<file path="src/rtl/mem_responder_pkg.sv">
// rtl/mem_responder_pkg.sv - shared size and FSM state encodings for mem_responder
package mem_responder_pkg;

    // Access size as presented on the size port
    typedef enum logic [1:0] {
        SZ_WORD = 2'b00,
        SZ_HALF = 2'b01,
        SZ_BYTE = 2'b10,
        SZ_RSVD = 2'b11
    } size_e;

    // Responder FSM states
    typedef enum logic [1:0] {
        S_IDLE = 2'd0,
        S_WAIT = 2'd1,
        S_RESP = 2'd2
    } state_e;

endpackage

</file>
<file path="src/rtl/lane_decode.sv">
// rtl/lane_decode.sv - size/offset to byte-enable, lane-shifted write word and misalign flag
//
// Ports:
//   size      - access size (SZ_WORD / SZ_HALF / SZ_BYTE / reserved)
//   addr_lo   - addr[1:0], byte offset inside the word
//   wdata     - right-aligned store data
//   be        - byte enables, bit k selects word bits [8k+7:8k]
//   wword     - store data replicated so every enabled lane carries its byte
//   misalign  - halfword on odd address or word not on a word boundary
module lane_decode
    import mem_responder_pkg::*;
(
    input  logic [1:0]  size,
    input  logic [1:0]  addr_lo,
    input  logic [31:0] wdata,
    output logic [3:0]  be,
    output logic [31:0] wword,
    output logic        misalign
);

    always_comb begin
        be       = 4'b0000;
        wword    = 32'h0;
        misalign = 1'b0;
        case (size)
            SZ_WORD: begin
                be       = 4'b1111;
                wword    = wdata;
                misalign = (addr_lo != 2'b00);
            end
            SZ_HALF: begin
                be       = addr_lo[1] ? 4'b1100 : 4'b0011;
                wword    = {2{wdata[15:0]}};
                misalign = addr_lo[0];
            end
            SZ_BYTE: begin
                be       = 4'b0001 << addr_lo;
                wword    = {4{wdata[7:0]}};
            end
            default: begin
                // Reserved size: no lanes; the top flags it as an error on its own
                be       = 4'b0000;
            end
        endcase
    end

endmodule

</file>
<file path="src/rtl/mem_responder.sv">
// rtl/mem_responder.sv - fixed-latency single-port byte-addressed memory responder
//
// Ports:
//   clk    - clock, rising edge
//   reset  - asynchronous active-low reset
//   req    - request, held until ready
//   we     - 1 store, 0 load
//   size   - 00 word, 01 half, 10 byte, 11 reserved
//   addr   - byte address
//   wdata  - right-aligned store data
//   ready  - one-cycle response strobe
//   rdata  - aligned word containing addr (loads only, 0 on error)
//   err    - misaligned, reserved size or out-of-range access
module mem_responder
    import mem_responder_pkg::*;
#(
    parameter int WAIT_CYCLES = 2,
    parameter int DEPTH_BYTES = 256
) (
    input  logic        clk,
    input  logic        reset,
    input  logic        req,
    input  logic        we,
    input  logic [1:0]  size,
    input  logic [31:0] addr,
    input  logic [31:0] wdata,
    output logic        ready,
    output logic [31:0] rdata,
    output logic        err
);

    localparam int AW    = $clog2(DEPTH_BYTES);
    localparam int WORDS = DEPTH_BYTES / 4;
    localparam int IW    = (WORDS > 1) ? $clog2(WORDS) : 1;
    localparam int CW    = (WAIT_CYCLES > 1) ? $clog2(WAIT_CYCLES) : 1;

    state_e        state_q;
    logic [CW-1:0] cnt_q;
    logic          we_q;
    logic [1:0]    size_q;
    logic [31:0]   addr_q;
    logic [31:0]   wdata_q;
    logic          ready_q;
    logic          err_q;
    logic [31:0]   rdata_q;

    logic [31:0]   mem_q [WORDS];

    // In IDLE the live inputs are the request being accepted (needed when
    // WAIT_CYCLES=0 jumps straight to RESP); afterwards only captured values count.
    logic          idle;
    logic          eff_we;
    logic [1:0]    eff_size;
    logic [31:0]   eff_addr;
    logic [31:0]   eff_wdata;
    logic [3:0]    be;
    logic [31:0]   wword;
    logic          misalign;
    logic          bad_d;
    logic [IW-1:0] word_idx;
    logic [31:0]   rdata_d;

    assign idle      = (state_q == S_IDLE);
    assign eff_we    = idle ? we    : we_q;
    assign eff_size  = idle ? size  : size_q;
    assign eff_addr  = idle ? addr  : addr_q;
    assign eff_wdata = idle ? wdata : wdata_q;

    lane_decode u_lane_decode (
        .size     (eff_size),
        .addr_lo  (eff_addr[1:0]),
        .wdata    (eff_wdata),
        .be       (be),
        .wword    (wword),
        .misalign (misalign)
    );

    assign bad_d    = misalign || (eff_size == SZ_RSVD) || (|eff_addr[31:AW]);
    assign word_idx = eff_addr[2 +: IW];
    assign rdata_d  = (bad_d || eff_we) ? 32'h0 : mem_q[word_idx];

    always_ff @(posedge clk or negedge reset) begin
        if (!reset) begin
            state_q <= S_IDLE;
            cnt_q   <= '0;
            we_q    <= 1'b0;
            size_q  <= 2'b00;
            addr_q  <= 32'h0;
            wdata_q <= 32'h0;
            ready_q <= 1'b0;
            err_q   <= 1'b0;
            rdata_q <= 32'h0;
        end else begin
            ready_q <= 1'b0;
            err_q   <= 1'b0;
            rdata_q <= 32'h0;
            case (state_q)
                S_IDLE: begin
                    if (req) begin
                        we_q    <= we;
                        size_q  <= size;
                        addr_q  <= addr;
                        wdata_q <= wdata;
                        if (WAIT_CYCLES == 0) begin
                            state_q <= S_RESP;
                            ready_q <= 1'b1;
                            err_q   <= bad_d;
                            rdata_q <= rdata_d;
                        end else begin
                            state_q <= S_WAIT;
                            cnt_q   <= CW'(WAIT_CYCLES - 1);
                        end
                    end
                end
                S_WAIT: begin
                    if (cnt_q == '0) begin
                        state_q <= S_RESP;
                        ready_q <= 1'b1;
                        err_q   <= bad_d;
                        rdata_q <= rdata_d;
                    end else begin
                        cnt_q <= cnt_q - 1'b1;
                    end
                end
                S_RESP: begin
                    state_q <= S_IDLE;
                end
                default: begin
                    state_q <= S_IDLE;
                end
            endcase
        end
    end

    // Store commits on the edge leaving RESP; a reset forces IDLE first, so an
    // abandoned request never writes. The array itself is never cleared.
    always_ff @(posedge clk) begin
        if (state_q == S_RESP && we_q && !err_q) begin
            for (int i = 0; i < 4; i++) begin
                if (be[i]) begin
                    mem_q[word_idx][8*i +: 8] <= wword[8*i +: 8];
                end
            end
        end
    end

    assign ready = ready_q;
    assign err   = err_q;
    assign rdata = rdata_q;

endmodule

</file>
<file path="config.mk">
export PLATFORM = sky130hd
export DESIGN_NAME = mem_responder
export DESIGN_NICKNAME = d
export VERILOG_FILES = /design/src/rtl/mem_responder_pkg.sv /design/src/rtl/lane_decode.sv /design/src/rtl/mem_responder.sv
export SDC_FILE = /design/constraint.sdc
export NUM_CORES = 2
export LEC_CHECK = 0
export CAP_MARGIN = 20
export CORE_MARGIN = 2
export CORE_UTILIZATION = 50
export DETAILED_ROUTE_END_ITERATION = 6
export PLACE_DENSITY = 0.74
export SYNTH_ARGS = -nofsm -noshare
export SYNTH_HDL_FRONTEND = slang
export SYNTH_SLANG_ARGS = --single-unit
</file>
<file path="constraint.sdc">
create_clock -name clk -period 4.7 [get_ports clk]
set_input_delay 1.175 -clock clk [delete_from_list [all_inputs] [get_ports clk]]
set_output_delay 1.175 -clock clk [all_outputs]
set_load 0.02 [all_outputs]
</file>
# Yosys cells after proc, flatten, opt, wreduce, memory -nomap -nowiden
# Memories as Yosys holds them, arrays and structs flattened.
# Index checks and enable logic that the tools add are counted.
[word_totals]
register_bits = 104
ramBits = 2048
in_bits = 70
output_inout_bits = 34
word_cells = 66
memories = 1
[classes]
n_addsub = 1
eq_ne = 7
shift = 1
muxes = 33
n_reduce_logical = 14
[mem_list]
columns = ["name", "words", "word_bits", "read_ports", "rd_ports_with_merged_regs", "wr", "line_no", "source"]
rows = [
  ["mem_q", 64, 32, 1, 0, 1, "mem_responder.sv:47", "logic [31:0] mem_q [WORDS];"],
]
[op_table]
columns = ["cell", "n"]
rows = [
  ["32-bit 2-to-1 mux", 5],
  ["32-bit one-hot mux with 3 select lines", 1],
  ["24-bit OR reduction", 1],
  ["1-bit 2-to-1 mux", 19],
  ["4-bit one-hot mux with 3 select lines", 1],
  ["2-bit == test, second input constant", 3],
  ["2-bit 2-to-1 mux", 3],
  ["2-bit AND reduction", 3],
  ["2-bit by 1-bit == test with 1-bit output, second input constant", 2],
  ["2-bit zero test", 2],
  ["4-bit 2-to-1 mux", 1],
  ["2-bit inequality test, second input constant", 2],
  ["1-bit one-hot mux with 2 select lines", 2],
  ["2-bit one-hot mux with 2 select lines", 1],
  ["2-bit nonzero test", 2],
  ["1-bit by 2-bit << shifter with 4-bit output, first input constant", 1],
  ["1-bit logical OR", 3],
  ["1-bit logical AND", 2],
  ["1-bit zero test", 1],
  ["1-bit subtractor, second input constant", 1],
]

# Depth between registers and ports, before layout
[depth]
ltp_word = 10
mapped_depth = 13
depth_no_buf = 7

# By module
# From an unflattened synthesis, not the netlist that was laid out.
[unflattened]
cells_unflattened = 5495
hier_area_um2 = 81998.6
[by_module_without_submodules]
columns = ["module", "instances", "cells_each", "area_each_um2", "seq_area_each_um2"]
rows = [
  ["mem_responder", 1, 5413, 81451.9, 64101.5],
  ["lane_decode", 1, 82, 546.8, 0.0],
]

# Least setup slack after synthesis
# No wires, ideal clock.
[synth_path]
path_type = "input to register"
start = "in size[1]"
end = "mem mem_q[0][16] (data pin)"
setup_time_ns = 0.702
t_arrival_ns = 4.639
t_required_ns = 3.998
slack_ns = -0.641
stages = 5
path_buffers = 2
path_cell_list = "mux2i_1 > clkbuf_1 > buf_1 > nand2_1 > o21ai_0"
[synth_via]
elab_chain_len = 3
elab_cells_between_ends = 5
cone_classes = "eq/ne: 2; mux: 2; reduce/logical: 1"
[synth_rtl]
columns = ["element", "line_no", "source"]
rows = [
  ["from (decl)", "mem_responder.sv:24", "input logic [1:0] size,"],
  ["2-bit 2-to-1 mux (*)", "mem_responder.sv:65", "assign eff_size = idle ? size : size_q;"],
  ["2-bit == test, or another cell as far along", "lane_decode.sv:25", "case (size)"],
  ["32-bit one-hot mux with 3 select lines (*)", "lane_decode.sv:25", ""],
  ["net u_lane_decode.wword[16]", "lane_decode.sv:17", "output logic [31:0] wword,"],
  ["to (decl)", "mem_responder.sv:47", ""],
]
# The timed path passes the listed nets; every way through them passes the cells marked *.

# Worst setup path in the final report
[layout_path]
start = "reg state_q[1]"
end = "mem mem_q[5][6] (enable)"
[layout_via]
elab_chain_len = 7
elab_cells_between_ends = 15
cone_classes = "eq/ne: 3; shift: 1; mux: 7; reduce/logical: 4"
[layout_rtl]
columns = ["element", "line_no", "source"]
rows = [
  ["from (decl)", "mem_responder.sv:37", "state_e state_q;"],
  ["from (signal assigned)", "mem_responder.sv:84", "state_q <= S_IDLE;"],
  ["from (signal assigned)", "mem_responder.sv:105", "state_q <= S_RESP;"],
  ["from (signal assigned)", "mem_responder.sv:110", "state_q <= S_WAIT;"],
  ["2-bit zero test", "mem_responder.sv:63", "assign idle = (state_q == S_IDLE);"],
  ["2-bit 2-to-1 mux / 32-bit 2-to-1 mux (equally long branches)", "mem_responder.sv:65, mem_responder.sv:66", ""],
  ["2-bit == test, or another cell as far along", "lane_decode.sv:25", ""],
  ["4-bit one-hot mux with 3 select lines", "lane_decode.sv:25", ""],
  ["1-bit 2-to-1 mux", "mem_responder.sv:140", "if (be[i]) begin"],
  ["1-bit 2-to-1 mux", "mem_responder.sv:138", "if (state_q == S_RESP && we_q && !err_q) begin"],
  ["1-bit 2-to-1 mux (implied by the code)", "mem_responder.sv:141", "mem_q[word_idx][8*i +: 8] <= wword[8*i +: 8];"],
]
# Several ways; a longest one is shown, not always the timed one.

==> flow_metrics.env <==
export IMPL_status="finished clean"
export IMPL_crit_fanout=64
export IMPL_num_fill_cells=11400
export IMPL_syn2layout_area_growth_pct=18.3
export IMPL_hp_class="in -> async"
export IMPL_ctsResizeCount=0
export IMPL_die_area_um2=165000
export IMPL_synth_edf_count=2048
export IMPL_clkLatencyLatePin_ns=0.84
export IMPL_htreeDepth=4
export IMPL_grt_max_degree=74
export IMPL_ys_ff_latch=2152
export IMPL_nNetsFinal=5866
export IMPL_synth_yosys_seq_area_share_pct=79.1
export IMPL_postCtsSetupBuffers=0
export IMPL_reg2reg_depth=9
export IMPL_fin_total_pwr_mw=65.7
export IMPL_tightest_slew_ns=1.28
export IMPL_holdBufCountCts=0
export IMPL_p_leak_nw=31.9
export IMPL_tns_ns=0
export IMPL_syn_area_per_cell_um2=15.5
export IMPL_grt_overflow_total=0
export IMPL_coreArea_um2=161000
export IMPL_worstPathArrival_ns=4.84
export IMPL_io_buffers=103
export IMPL_initial_core_util_pct=50.4
export IMPL_place_congestion=0.893
export IMPL_dr_pass1_iters=7
export IMPL_routed_wl_mm=250
export IMPL_drive_gt1_share_pct=18.4
export IMPL_finalSetupViolCount=0
export IMPL_max_slew_margin_pct=14.4
export IMPL_viasPerCell=6.66
export IMPL_post_route_min_period_ns=4.31
export IMPL_drtIter0Drc=8044
export IMPL_grtUsageTotal_pct=30.0
export IMPL_synthArstFlopShare_pct=4.83
export IMPL_fmax_mhz=232
export IMPL_cts_tree="yes"
export IMPL_vias=54100
export IMPL_path_clk_slew_ns=0.06
export IMPL_cp_end_kind="flop"
export IMPL_cts_buffer_depth=3
export IMPL_finalClockSkew_ns=0.0290
export IMPL_drv_slew=0
export IMPL_first_global_vias=52700
export IMPL_register_area_um2=64100
export IMPL_syn_nets=5285
export IMPL_cts_sinks=2152
export IMPL_hpwl_mm=153
export IMPL_finalCritPeriodShare_pct=91.7
export IMPL_multi_input_area_um2=15800
export IMPL_clock_root_buffer="clkbuf_16"
export IMPL_ir_drop_uv=970
export IMPL_ios=104
export IMPL_startpoint_type="flop"
export IMPL_detail_route_antenna_nets=0
export IMPL_required_ns=5.23
export IMPL_final_core_util_pct=59.6
export IMPL_die_h_um=407
export IMPL_cts_buffers=197
export IMPL_drc=0
export IMPL_ys_warnings_count=0
export IMPL_grt_pass1_wl_mm=360
export IMPL_netlist_instances=5215
export IMPL_num_rows=147
export IMPL_wl_per_cell_um=30.8
export IMPL_finalHoldViolations=0
export IMPL_power_density_nw_per_um2=685
export IMPL_yosysUniqueCellTypes=64
export IMPL_antenna_found_initial=21
export IMPL_synth_top_flop_cell="edfxtp_1"
export IMPL_cap_violations=0
export IMPL_netlist_area_um2=81100
export IMPL_dieWidth_um=407
export IMPL_rsz0062_at_grt="no"
export IMPL_setup_worst_path_class="reg -> reg"
[registers in the layout (all words and copies together), names as in the netlist]
register / count
cnt_q: 1
rdata: 32
err: 1
ready: 1
we_q: 1
size_q: 2
wdata_q: 32
mem_q: 2048
addr_q: 32
state_q: 2
[power by group]
| part | internal (mW) | switching (mW) |
|---|---|---|
| combinational | 5.75 | 16.9 |
| clock | 9.11 | 6.91 |
| sequential | 26.8 | 0.294 |
[layer usage]
layer	vias up	wire length [µm]	GRT usage [%]
li1	22000	-	-
met1	26500	85200	39.8
met2	4616	112000	45.1
met3	913	37100	8.43
met4	28	15300	16.1
met5	-	190	0
[final cells by class]
type / instances / share of cell area (%)
sequential: 2152 / 66.9
inverter: 1 / 0.00391
clock buffer: 260 / 5.58
multi-input combinational: 2687 / 16.5
clock inverter: 106 / 1.13
tap: 2160 / 2.82
antenna: 3 / 0.00783
timing repair buffer: 757 / 7.12
[worst max-delay path, stage by stage, from the launching register on]
cell and delay [ns]:
dfrtp_1 0.68, nor2_8 0.61, mux2i_2 0.43, nor2_2 0.07, or4_1 0.50, nor2_1 0.27
o21ai_4 0.11, buf_12 0.18, nor3_1 0.70, buf_4 0.29
[synth_stat cells, types with 12 or more instances]
cell	count	area [µm²]
a31oi_1	61	382
o221ai_1	14	123
nor4b_1	20	175
buf_4	15	113
nand3_1	71	355
and2_1	13	81.3
or4_1	22	165
nand2_1	350	1310
buf_2	146	731
o21ai_0	23	115
nor2_1	358	1340
dfrtp_1	104	2600
nor3_1	298	1490
mux2i_1	47	470
a21oi_1	295	1480
nor4_1	117	732
edfxtp_1	2048	61500
buf_1	53	199
o31ai_1	24	180
mux2_2	73	822
clkbuf_1	158	593
o41ai_1	38	333
a32o_1	12	120
and3_1	13	81.3
or3_1	20	125
o22ai_1	716	4480
[per-stage QoR]
stage / setup WS, ns / hold WS [ns] / instances / area [µm²]
2_1_floorplan: -0.641 / 0.452 / 5215 / 81100
5_1_grt: 0.313 / 0.344 / 8124 / 95900
4_1_cts: 0.541 / 0.326 / 8123 / 95900
3_3_place_gp: 0.197 / 0.477 / 7754 / 89400
3_5_place_dp: 0.135 / 0.492 / 7757 / 89400
6_report: 0.391 / 0.310 / 8126 / 95900
[cell usage in the layout (no fill, tap or decap), types with 9 or more instances in the layout]
cell type / Yosys / routed
edfxtp_1: 2048 / 2048
o22ai_1: 716 / 710
buf_4: 15 / 583
nor2_1: 358 / 346
nand2_1: 350 / 327
nor3_1: 298 / 298
a21oi_1: 295 / 295
clkbuf_16: 0 / 199
nor4_1: 117 / 117
dfrtp_1: 104 / 104
clkdlybuf4s50_1: 0 / 102
mux2_2: 73 / 73
nand3_1: 71 / 71
buf_12: 0 / 70
a31oi_1: 61 / 61
clkbuf_1: 158 / 47
mux2i_1: 47 / 45
clkinv_1: 0 / 42
o41ai_1: 38 / 38
clkinv_2: 0 / 26
or4_1: 22 / 22
or3_1: 20 / 20
nand2_2: 1 / 20
nor4b_1: 20 / 20
bufinv_16: 0 / 20
o31ai_1: 24 / 19
o21ai_4: 0 / 17
o221ai_1: 14 / 14
clkbuf_8: 0 / 14
and3_1: 13 / 13
a32o_1: 12 / 12
a311o_1: 11 / 11
nand4_1: 11 / 11
and2_1: 13 / 10
o22a_1: 9 / 9
[kinds of logic after synthesis]
kind of cell           synth area share (%)
muxes                                  1.59
AOI/OAI and AO/OA                      9.68
buffers and inverters                  2.06
DFF                                    79.1
and+or+nand+nor                        7.59
[worst paths after layout]
check	startpoint	slack, ns	end
max	state_q[1]	0.39	mem_q[5][6]
max in group asynchronous	reset	3.38	rdata[10]
min	reset	0.31	addr_q[23]
min in group clk	wdata_q[9]	0.51	wdata_q[9]
min reg2reg	wdata_q[9]	0.51	wdata_q[9]
max reg2reg	state_q[1]	0.39	mem_q[5][6]
(Power assumes the default switching activity.)
